--- src/rtl/pool_1.sv ---
// pool_1: binary 2x2 max-pooling (logical OR) over the 1-bit feature maps
// produced by the first convolution stage. Each window is read in four
// consecutive cycles and one result bit is written per window.
module pool_1 #(
  parameter int MAP_W   = 24,
  parameter int KERNELS = 6,
  parameter int IN_AW   = 15,
  parameter int OUT_AW  = 13
) (
  input  logic              clk,
  input  logic              rst_n,
  input  logic              start,
  output logic              busy,
  output logic              done,
  output logic              rd_en,
  output logic [IN_AW-1:0]  rd_addr,
  input  logic              rd_data,
  output logic              out_we,
  output logic [OUT_AW-1:0] out_addr,
  output logic              out_din
);

  localparam int HALF = MAP_W / 2;
  localparam int CW   = (HALF > 1) ? $clog2(HALF) : 1;
  localparam int KW   = (KERNELS > 1) ? $clog2(KERNELS) : 1;

  localparam logic [CW-1:0]    C_LAST   = CW'(HALF - 1);
  localparam logic [KW-1:0]    K_LAST   = KW'(KERNELS - 1);
  localparam logic [IN_AW-1:0] STEP_COL = IN_AW'(2);
  localparam logic [IN_AW-1:0] STEP_ROW = IN_AW'(MAP_W + 2);
  localparam logic [IN_AW-1:0] ROW_OFS  = IN_AW'(MAP_W);
  localparam logic [IN_AW-1:0] ONE_IN   = IN_AW'(1);

  typedef enum logic [1:0] {
    S_IDLE,
    S_RUN,
    S_FLUSH,
    S_DONE
  } state_t;

  state_t              state;
  logic [2:0]          phase;
  logic [KW-1:0]       k;
  logic [CW-1:0]       r;
  logic [CW-1:0]       c;
  logic [IN_AW-1:0]    base;
  logic [IN_AW-1:0]    next_base;
  logic [OUT_AW-1:0]   wr_idx;
  logic                acc;
  logic                col_wrap;
  logic                row_wrap;
  logic                last_win;

  // Window position flags and the next window's base address. A map wrap
  // uses the same step as a row wrap: the last window of a map ends one row
  // short, and the +MAP_W+2 step lands exactly on the next map's origin.
  always_comb begin
    col_wrap  = (c == C_LAST);
    row_wrap  = col_wrap && (r == C_LAST);
    last_win  = row_wrap && (k == K_LAST);
    next_base = col_wrap ? (base + STEP_ROW) : (base + STEP_COL);
  end

  // Control FSM, window walk, OR accumulation and registered RAM ports.
  always_ff @(posedge clk or negedge rst_n) begin
    if (!rst_n) begin
      state    <= S_IDLE;
      phase    <= '0;
      k        <= '0;
      r        <= '0;
      c        <= '0;
      base     <= '0;
      wr_idx   <= '0;
      acc      <= 1'b0;
      busy     <= 1'b0;
      done     <= 1'b0;
      rd_en    <= 1'b0;
      rd_addr  <= '0;
      out_we   <= 1'b0;
      out_addr <= '0;
      out_din  <= 1'b0;
    end else begin
      case (state)
        S_IDLE: begin
          done   <= 1'b0;
          out_we <= 1'b0;
          if (start) begin
            state   <= S_RUN;
            busy    <= 1'b1;
            phase   <= '0;
            k       <= '0;
            r       <= '0;
            c       <= '0;
            base    <= '0;
            wr_idx  <= '0;
            acc     <= 1'b0;
            rd_en   <= 1'b1;
            rd_addr <= '0;
          end
        end

        S_RUN: begin
          out_we <= 1'b0;
          case (phase)
            3'd0: begin
              rd_addr <= base + ONE_IN;
              phase   <= 3'd1;
            end
            3'd1: begin
              acc     <= rd_data;
              rd_addr <= base + ROW_OFS;
              phase   <= 3'd2;
            end
            3'd2: begin
              acc     <= acc | rd_data;
              rd_addr <= base + ROW_OFS + ONE_IN;
              phase   <= 3'd3;
            end
            3'd3: begin
              acc   <= acc | rd_data;
              rd_en <= 1'b0;
              phase <= 3'd4;
            end
            default: begin
              acc      <= acc | rd_data;
              out_we   <= 1'b1;
              out_din  <= acc | rd_data;
              out_addr <= wr_idx;
              wr_idx   <= wr_idx + OUT_AW'(1);
              phase    <= 3'd0;
              if (last_win) begin
                state <= S_FLUSH;
              end else begin
                rd_en   <= 1'b1;
                rd_addr <= next_base;
                base    <= next_base;
                if (col_wrap) begin
                  c <= '0;
                  if (row_wrap) begin
                    r <= '0;
                    k <= k + KW'(1);
                  end else begin
                    r <= r + CW'(1);
                  end
                end else begin
                  c <= c + CW'(1);
                end
              end
            end
          endcase
        end

        S_FLUSH: begin
          out_we <= 1'b0;
          done   <= 1'b1;
          busy   <= 1'b0;
          state  <= S_DONE;
        end

        default: begin
          done  <= 1'b0;
          state <= S_IDLE;
        end
      endcase
    end
  end

endmodule

--- config.mk ---
export PLATFORM = sky130hd
export DESIGN_NAME = pool_1
export DESIGN_NICKNAME = d
export VERILOG_FILES = /design/src/rtl/pool_1.sv
export SDC_FILE = /design/constraint.sdc
export NUM_CORES = 1
export LEC_CHECK = 0
export BUFFER_PORTS_ARGS = -buffer_cell sky130_fd_sc_hd__buf_2
export CORE_MARGIN = 2
export CORE_UTILIZATION = 54
export DETAILED_ROUTE_END_ITERATION = 10
export PLACE_DENSITY = 0.84
export SYNTH_ARGS = -nofsm -noshare
export SYNTH_HDL_FRONTEND = slang
export SYNTH_SLANG_ARGS = --single-unit
export TNS_END_PERCENT = 50
--- constraint.sdc ---
create_clock -name clk -period 2.23 [get_ports clk]
set_input_delay 0.446 -clock clk [delete_from_list [all_inputs] [get_ports clk]]
set_output_delay 0.446 -clock clk [all_outputs]
set_load 0.01 [all_outputs]
==> impl_metrics.ini, run 1 <==
[power_and_ir_drop]
p_per_area_mw_per_mm2 = 880
ir_worst_vdd_uv = 513
p_leak_nw = 2.27

[yosys]
synth_seq_cells = 77
ys_seq_area_share_pct = 47.4
synth_ff_type = dfrtp_1
syn-num-nets = 427
synth_cells = 410
synth_area_leaders = dfrtp_1 (47%), mux2_2 (4.4%), ha_1 (4.0%)
synth_warnings = 0
synth_cell_types = 52
syn-mean-instance-area_um2 = 9.91
synth_top_family_by_area = simple AND/OR/NAND/NOR gates
synth_xor_area_share_pct = 5.82
yosysTopAreaCellShare_pct = 47.4
ys_async_sr_fraction_pct = 100
syn-cell-area_mm2 = 0.00406
yosys-mux-area-fraction_pct = 6.28
yosys.area_share.simple_pct = 16.9
synthAdderAreaFrac_pct = 4.00
synth_compound_area_share_pct = 16.0
yosysTopAreaCell = dfrtp_1
synth_enable_flop_cells = 0

[timing]
slew_violations = 0
finalSetupViolCount = 4
fin_crit_ns = 2.28
worst_slack_ns = -0.0479
finClkSkew_ns = 0.0101
hold_viol_final = 0
timing.final.crit_share_pct = 102
rsz0062_at_grt = true
worst_pin_slew_ns = 0.554
max_freq_ghz = 0.439
slew_headroom_pct = 62.1

[critical_path]
cpMaxStageDelayCell = dfrtp_1
worst-setup-path-type = register to register
rr_startpoint = c[1]$_DFFE_PN0P_
r2r_end = rd_addr[10]$_DFFE_PN0P_
r2r.worst_path.cells = 9
crit_chain = ha_2 -> nand3b_4 -> clkinvlp_4 -> ha_4 -> nand4_1 -> a21o_4 -> or3_1 -> nand3_1 -> a32o_2
reg2reg_slack_ns = -0.05
max_stage_delay_ns = 0.39
cp.required_ns = 2.52
worstSetupEndpointType = register
cp.arrival_ns = 2.57
start_kind = register
path_max_fanout = 7

[cts]
cts.htree.levels = 3
cts_buffer_depth = 2
cts-root-buf = clkbuf_8
cts.sinks = 77
insertion_delay_ns = 0.36
cts_tree = built
clk_pin_slew_ns = 0.08
cts-buffers-inserted = 9

[finish]
areaGrowthSynthToFinish_pct = 17.9
diodes = 0
stdcell_count = 569
most-common-layout-cells = dfrtp_1 (77), nand2_1 (42), buf_2 (35), nor2_1 (31)
nFillCells = 556
finalNetCount = 482
drive_above_1_share_pct = 25.7
final_core_util_pct = 66.0
layout_commonest_cell = dfrtp_1

[job]
drv_cap = 0

[global_routing]
antenna_found_initial = 0
grt_usage_pct = 23.4
grt_pass1_wl_um = 15400
grt_pass1_vias = 3205
overflow = 0
grt_max_degree = 48

[placed_design]
dp.cells = 544
gp_congestion = 0.934
preCtsSetupSlack_ns = -0.0994
portBuffers = 36
dp_hpwl_um = 6290

[route]
viasPerCell = 5.88
finalWirelength_um = 9270
drtPass1Iterations = 4
drtAntennaViolNets = 0
drt_iter0_drc = 257
vias = 3348
wl_per_cell_um = 16.3
drc = 0

[floorplan]
ios = 37
die_y_um = 90.7
die_area_mm2 = 0.00823
rows = 31
initial_utilization_pct = 56.0
fp.dieW_um = 90.7
core_area_mm2 = 0.00725

[min_path]
min_path_type = input port to asynchronous set/reset pin

[run_status]
violations = setup timing
status = finished, violations left
==> cell families (layout without fill, tap and decap cells) <==
kind of cell	count (synthesis)	in the layout
adder cells (fa/ha/maj)	13	13
XOR/XNOR	27	27
multiplexers	23	23
buffers and inverters	31	90
AO/OA/AOI/OAI	105	105
AND/OR/NAND/NOR	134	135
flip-flops	77	77
==> worst max-delay path, delay by kind of cell (launching register included) <==
family	cells	cell delay, ns
AND/OR/NAND/NOR	4	0.66
adder cells (fa/ha/maj)	2	0.55
AO/OA/AOI/OAI	2	0.47
flip-flops	1	0.39
buffers and inverters	1	0.16
==> how the worst max path moves through the flow <==
stage	startpoint	end	slack, ns	cells after the start
after floorplan	c[0]$_DFFE_PN0P_	rd_addr[13]$_DFFE_PN0P_	0.01	9
after detailed placement	c[0]$_DFFE_PN0P_	base[12]$_DFFE_PN0P_	-0.1	10
after global placement	c[0]$_DFFE_PN0P_	base[12]$_DFFE_PN0P_	0.06	10
after CTS	c[0]$_DFFE_PN0P_	rd_addr[10]$_DFFE_PN0P_	-0.04	9
after global routing	c[1]$_DFFE_PN0P_	rd_addr[10]$_DFFE_PN0P_	-0.17	9
final	c[1]$_DFFE_PN0P_	rd_addr[10]$_DFFE_PN0P_	-0.05	9
==> state kept, by name (all words and copies together) (netlist names), 2 cells and up <==
signal	count
wr_idx	13
phase	3
k	3
rd_addr	15
base	14
c	4
out_addr	13
r	4
state	2
==> report_power, final <==
part	internal (W)	total [W]	switching (W)
Sequential	0.00154	0.00170	0.000152
Clock	0.000555	0.00110	0.000543
Combinational	0.000508	0.00142	0.000912
Total	0.00261	0.00421	0.00161
==> metal layers <==
layer  GRT usage [%]  routed length [um]
met1            30.9                3870
met2            38.1                4640
met3            4.17                 590
met4            9.87                 173
met5               0                   0
==> synthesized netlist by cell type, drive strengths merged (5+ instances only) <==
library cell	instances
mux2	17
nand2	44
nor2	33
xor2	18
buf	14
ha	13
a21o	5
dfrtp	77
o31ai	7
inv	12
clkbuf	5
nor3	12
a31oi	6
o21ai	39
a211oi	6
nand3	23
xnor2	9
mux2i	6
a21oi	22
==> per-stage QoR <==
step,area (um2),hold WS [ns],power (W),setup TNS [ns]
2_1_floorplan,4060,0.150,0.00269,0
3_3_place_gp,4420,0.404,0.00305,0
4_1_cts,4640,0.0274,0.00421,-0.148
3_5_place_dp,4420,0.420,0.00310,-0.120
5_1_grt,4790,0.0364,0.00447,-1.01
6_report,4790,0.0176,0.00421,-0.116
==> repair_timing <==
item	in CTS	in global routing
endpoints found under the setup margin	8	37
cloned	0	1
hold buffers	0	0
buffers inserted	0	8
gates resized for setup	2	20
pin swaps	1	8
==> layout make-up <==
cell class	instances	area, um2	area share (%)
inverter	12	48.8	1.02
sequential	77	1930	40.2
timing repair buffer	62	394	8.23
multi-input combinational	303	2090	43.6
clock buffer	10	138	2.87
tap	99	124	2.59
clock inverter	6	71.3	1.49
Note: power is estimated with default switching activity, not from simulation.
==> inputs of run 2 (changes only) <==
--- a/config.mk
+++ b/config.mk
@@ -5,11 +5,13 @@
 export SDC_FILE = /design/constraint.sdc
 export NUM_CORES = 1
 export LEC_CHECK = 0
+export ABC_AREA = 1
 export BUFFER_PORTS_ARGS = -buffer_cell sky130_fd_sc_hd__buf_2
 export CORE_MARGIN = 2
 export CORE_UTILIZATION = 54
 export DETAILED_ROUTE_END_ITERATION = 10
 export PLACE_DENSITY = 0.84
+export SLEW_MARGIN = 15
 export SYNTH_ARGS = -nofsm -noshare
 export SYNTH_HDL_FRONTEND = slang
 export SYNTH_SLANG_ARGS = --single-unit
==> run 2 against run 1 <==
Net effect:
- the flow now finishes without violations
- synthesized cell count rose by 39%
- clock skew up 0.0031 ns
- critical path depth increased by 3
- combinational power up 65%
- cell count grew 27%
- sequential power up 17%
- area after synthesis increased by 6.5%
- critical path type unchanged
- largest power group is now combinational cells
==> impl_metrics.ini, run 2 <==
[route]
vias = 4130
viasPerCell = 5.72
wl_per_cell_um = 15.0
drtPass1Iterations = 6
drt_iter0_drc = 332
drtAntennaViolNets = 0
finalWirelength_um = 10800
drc = 0

[global_routing]
grt_pass1_wl_um = 18300
grt_max_degree = 46
overflow = 0
grt_usage_pct = 26.6
grt_pass1_vias = 3819
antenna_found_initial = 0

[power_and_ir_drop]
power_frac_comb_pct = 42.1
netSwitchingFraction_pct = 43.2
p_per_area_mw_per_mm2 = 1130
p_leak_nw = 2.44
seqPwrFrac_pct = 35.7
p_int_w = 0.00317
pwr-share-clk_pct = 22.3
ir_worst_vdd_uv = 536
p_switching_w = 0.00241

[cts]
insertion_delay_ns = 0.36
cts.sinks = 77
cts_buffer_depth = 2
cts-root-buf = clkbuf_8
clk_pin_slew_ns = 0.09
cts_hold_buffers = 0
cts_tree = built
cts-buffers-inserted = 9
post_cts_resized = 1
cts_setup_buffers = 0
cts.htree.levels = 3

[timing]
worst_pin_slew_ns = 0.532
slew_headroom_pct = 64.2
hold_viol_final = 0
slew_violations = 0
max_freq_ghz = 0.488
timing.final.crit_share_pct = 91.9
fin_crit_ns = 2.05
finalHoldWorstSlack_ns = 0.0142
rsz0062_at_grt = false
worst_slack_ns = 0.181
finalSetupViolCount = 0
finClkSkew_ns = 0.0132

[yosys]
yosysTopAreaCellShare_pct = 44.5
ys_async_sr_fraction_pct = 100
synth_area_leaders = dfrtp_1 (45%), nand2_1 (14%), nand3_1 (7.1%)
synth_seq_cells = 77
yosys.area_share.simple_pct = 31.1
synthAdderAreaFrac_pct = 3.76
syn-cell-area_mm2 = 0.00433
syn-mean-instance-area_um2 = 7.59
synth_most_common_cell = nand2_1
synth_top_family_by_area = simple AND/OR/NAND/NOR gates
synth_compound_area_share_pct = 11.5
synth_enable_flop_cells = 0
synth_warnings = 0
syn-num-nets = 587
synth_common_cells = nand2_1 (166), dfrtp_1 (77), inv_1 (63), nand3_1 (61), o21ai_0 (53)
ys_seq_area_share_pct = 44.5
synth_ff_type = dfrtp_1
yosysTopAreaCell = dfrtp_1
yosys-mux-area-fraction_pct = 0.463
synth_xor_area_share_pct = 1.42
synth_cell_types = 39
synth_cells = 570

[finish]
seq_area_mm2 = 0.00193
diodes = 0
top_register = rd_addr
layout_commonest_cell = nand2_1
areaGrowthSynthToFinish_pct = 14.1
stdcell_count = 722
nFillCells = 648
drive_above_1_share_pct = 14.2
finalNetCount = 632
multiInputGateArea_mm2 = 0.00213
most-common-layout-cells = nand2_1 (164), dfrtp_1 (77), inv_1 (62), nand3_1 (61), o21ai_0 (53)
reg.largest.list = rd_addr x15, base x14
final_core_util_pct = 63.9
largest_reg_flops = 15

[critical_path]
cp.arrival_ns = 2.30
cp.required_ns = 2.48
reg2reg_slack_ns = 0.18
start_kind = register
path_max_fanout = 8
worst-setup-path-type = register to register
worstSetupEndpointType = register

[job]
drv_cap = 0

[placed_design]
gp_congestion = 0.931
dp_hpwl_um = 7870
preCtsSetupSlack_ns = -0.0247
dp.cells = 706
portBuffers = 36

[run_status]
status = finished, final reports clean

[floorplan]
die_y_um = 93.5
rows = 32
core_area_mm2 = 0.00773
ios = 37
initial_utilization_pct = 56.0
fp.dieW_um = 93.5
die_area_mm2 = 0.00875

[min_path]
min_path_type = input port to asynchronous set/reset pin
-- run 2: critical path: stages, from the launching register on --
cell	delay, ns
dfrtp_1	0.41
ha_1	0.22
nand3_1	0.12
inv_2	0.09
ha_4	0.31
inv_1	0.08
o21ai_2	0.13
buf_4	0.19
nand2_1	0.06
nand2_1	0.08
nand2_1	0.05
nand3_1	0.12
nand2_1	0.06
-- run 2: logic make-up after synthesis --
| group | Yosys count |
|---|---|
| simple gates | 300 |
| compound gates | 92 |
| buf+inv | 79 |
| flops | 77 |
| fa+ha+maj | 13 |
| xor+xnor | 7 |
| mux | 2 |
-- run 2: per-layer routing --
metal  vias to the layer above  routed length [um]  GRT usage, %
met3                        25                 834          3.87
met4                         0                 209          10.9
met1                      1940                4810          37.2
li1                       1969                   -             -
met2                       196                4990          41.4
met5                         -                   0             0
-- run 2: power by group through the flow --
stage	clock network, W	registers (W)	logic [W]
after floorplan	0	0.00208	0.00146
after global placement	0	0.00199	0.00224
after detailed placement	0	0.00201	0.00231
after CTS	0.00125	0.00199	0.00233
after global routing	0.00131	0.00203	0.00262
final	0.00124	0.00199	0.00235
-- run 2: layout make-up --
cell class / count / area share (%)
Clock inverter: 6 / 1.90
Clock buffer: 10 / 2.79
Inverter: 67 / 5.12
Tap cell: 102 / 2.58
Multi-Input combinational cell: 414 / 43.1
Sequential cell: 77 / 39.0
Timing Repair Buffer: 46 / 5.47
-- run 2: path summary, 6_finish.rpt --
| kind | startpoint | end | cells after the start |
|---|---|---|---|
| worst max-delay path | c[0]$_DFFE_PN0P_ | rd_addr[7]$_DFFE_PN0P_ | 12 |
| worst min-delay path | rst_n | out_addr[8]$_DFFE_PN0P_ | 1 |
| worst max register to register | c[0]$_DFFE_PN0P_ | rd_addr[7]$_DFFE_PN0P_ | 12 |
| worst min register to register | rd_addr[10]$_DFFE_PN0P_ | rd_addr[10]$_DFFE_PN0P_ | 2 |
| max in group asynchronous | rst_n | base[1]$_DFFE_PN0P_ | 2 |
| min in group clk | rd_data | out_din$_DFFE_PN0P_ | 3 |
-- run 2: metrics by stage --
stage	instance area, um2	power [W]	setup TNS (ns)
after floorplan	4330	0.00354	0
after global placement	4660	0.00423	0
after detailed placement	4660	0.00432	-0.0247
after CTS	4900	0.00557	0
after global routing	4940	0.00596	0
final	4940	0.00558	0
==> inputs of run 3 (changes only) <==
--- a/config.mk
+++ b/config.mk
@@ -11,6 +11,7 @@
 export CORE_UTILIZATION = 54
 export DETAILED_ROUTE_END_ITERATION = 10
 export PLACE_DENSITY = 0.84
+export RECOVER_POWER = 25
 export SLEW_MARGIN = 15
 export SYNTH_ARGS = -nofsm -noshare
 export SYNTH_HDL_FRONTEND = slang
==> run 3 against run 2 <==
Net effect:
- the run now ends with capacitance limit, slew limit left
- sequential share of layout area about the same
- worst hold slack gained 0.40 ns
- clock-buffer cell count unchanged
- register-to-register slack barely moved
- routed wire length barely moved
- sequential power about the same
- largest cell class unchanged
- via count down 0.29%
==> impl_metrics.ini, run 3 (synthesis gave the netlist of run 2 again) <==
[run_status]
status = finished, violations left
violations = capacitance limit, slew limit

[cts]
cts-buffers-inserted = 9
cts.sinks = 77
cts_tree = built
cts_buffer_depth = 2
cts_hold_buffers = 0
cts.htree.levels = 3
clk_pin_slew_ns = 0.08
cts-root-buf = clkbuf_8
cts_setup_buffers = 0
insertion_delay_ns = 0.36

[finish]
stdcell_count = 722
reg.largest.list = rd_addr x15, base x14
diodes = 0
largest_reg_flops = 15
layout_commonest_cell = nand2_1
finalNetCount = 632
most-common-layout-cells = nand2_1 (164), dfrtp_1 (77), inv_1 (62), nand3_1 (61), o21ai_0 (53)
final_core_util_pct = 63.9
areaGrowthSynthToFinish_pct = 14.1
drive_above_1_share_pct = 14.0
top_register = rd_addr
design_area_mm2 = 0.00494

[power_and_ir_drop]
power_frac_comb_pct = 42.1
ir_worst_vdd_uv = 534
p_leak_nw = 2.44
netSwitchingFraction_pct = 43.2
p_int_w = 0.00317
p_per_area_mw_per_mm2 = 1130
p_switching_w = 0.00241
pwr-share-clk_pct = 22.3
seqPwrFrac_pct = 35.7

[placed_design]
dp.cells = 706
portBuffers = 36
preCtsSetupSlack_ns = -0.0247
placed_area_mm2 = 0.00466
gp_congestion = 0.931
dp_hpwl_um = 7870

[timing]
fin_crit_ns = 2.05
worst_pin_slew_ns = 1.83
max_freq_ghz = 0.488
slew_violations = 33
rsz0062_at_grt = false
hold_viol_final = 0
worst_slack_ns = 0.181
setup_tns_ns = 0
slew_headroom_pct = -21.8
finClkSkew_ns = 0.0126
timing.final.crit_share_pct = 91.9
finalSetupViolCount = 0

[route]
wl_per_cell_um = 15.0
drt_iter0_drc = 332
drc = 0
drtPass1Iterations = 6
drtAntennaViolNets = 0
vias = 4118
finalWirelength_um = 10800
viasPerCell = 5.70

[floorplan]
fp.dieW_um = 93.5
ios = 37
initial_utilization_pct = 56.0
rows = 32
die_area_mm2 = 0.00875
core_area_mm2 = 0.00773
die_y_um = 93.5

[critical_path]
start_kind = register
worstSetupEndpointType = register
cp.required_ns = 2.48
cp.arrival_ns = 2.30
path_max_fanout = 8
worst-setup-path-type = register to register

[global_routing]
grt_pass1_wl_um = 18300
grt_pass1_vias = 3819
antenna_found_initial = 0
grt_max_degree = 46
overflow = 0
grt_usage_pct = 26.6

[min_path]
min_path_type = input port to register

[job]
drv_cap = 1
run 3: final timing paths:
path                                              start                       end  slack (ns)  cells after the start
worst max register to register         c[0]$_DFFE_PN0P_    rd_addr[7]$_DFFE_PN0P_        0.18                     12
min in group asynchronous                         rst_n  out_addr[11]$_DFFE_PN0P_        0.57                      1
worst max-delay path                   c[0]$_DFFE_PN0P_    rd_addr[7]$_DFFE_PN0P_        0.18                     12
worst min register to register  rd_addr[10]$_DFFE_PN0P_   rd_addr[10]$_DFFE_PN0P_        0.48                      2
worst min-delay path                            rd_data       out_din$_DFFE_PN0P_        0.42                      3
max in group asynchronous                         rst_n    rd_addr[9]$_DFFE_PN0P_        0.60                      1
run 3: what timing repair did:
| item | in CTS | in global routing |
|---|---|---|
| pin swaps | 0 | 0 |
| endpoints found under the setup margin | 1 | 21 |
| resized for setup | 1 | 9 |
run 3: area by class of cell:
| class | count | area (um2) |
|---|---|---|
| Clock inverter | 6 | 93.8 |
| Clock buffer | 10 | 138 |
| Timing Repair Buffer | 46 | 267 |
| Multi-Input combinational cell | 414 | 2130 |
| Tap cell | 102 | 128 |
| Inverter | 67 | 253 |
| Sequential cell | 77 | 1930 |
| Fill cell | 647 | 2790 |
run 3: critical path: stages (launching register included):
cell     delay (ns)
dfrtp_1        0.41
ha_1           0.22
nand3_1        0.12
inv_2          0.09
ha_4           0.31
inv_1          0.08
o21ai_2        0.13
buf_4          0.19
nand2_1        0.06
nand2_1        0.08
nand2_1        0.05
nand3_1        0.12
nand2_1        0.06
run 3: power groups by stage:
stage / clock network (W) / logic (W) / registers (W)
final: 0.00124 / 0.00235 / 0.00199
after global routing: 0.00131 / 0.00262 / 0.00203
after CTS: 0.00125 / 0.00233 / 0.00199
after detailed placement: 0 / 0.00231 / 0.00201
after global placement: 0 / 0.00224 / 0.00199
after floorplan: 0 / 0.00146 / 0.00208
run 3: stage by stage:
stage	total power [W]	hold slack, ns
floorplan	0.00354	0.150
global placement	0.00423	0.419
detailed placement	0.00432	0.422
CTS	0.00557	0.0269
global route	0.00596	0.462
finish	0.00557	0.418
run 3: metal layers:
layer	share of wire, %	vias to the layer above	global-route usage (%)
met3	7.8	21	3.87
met1	44	1935	37.2
li1	-	1968	-
met2	46	194	41.4
met5	0	-	0
met4	1.9	0	10.9
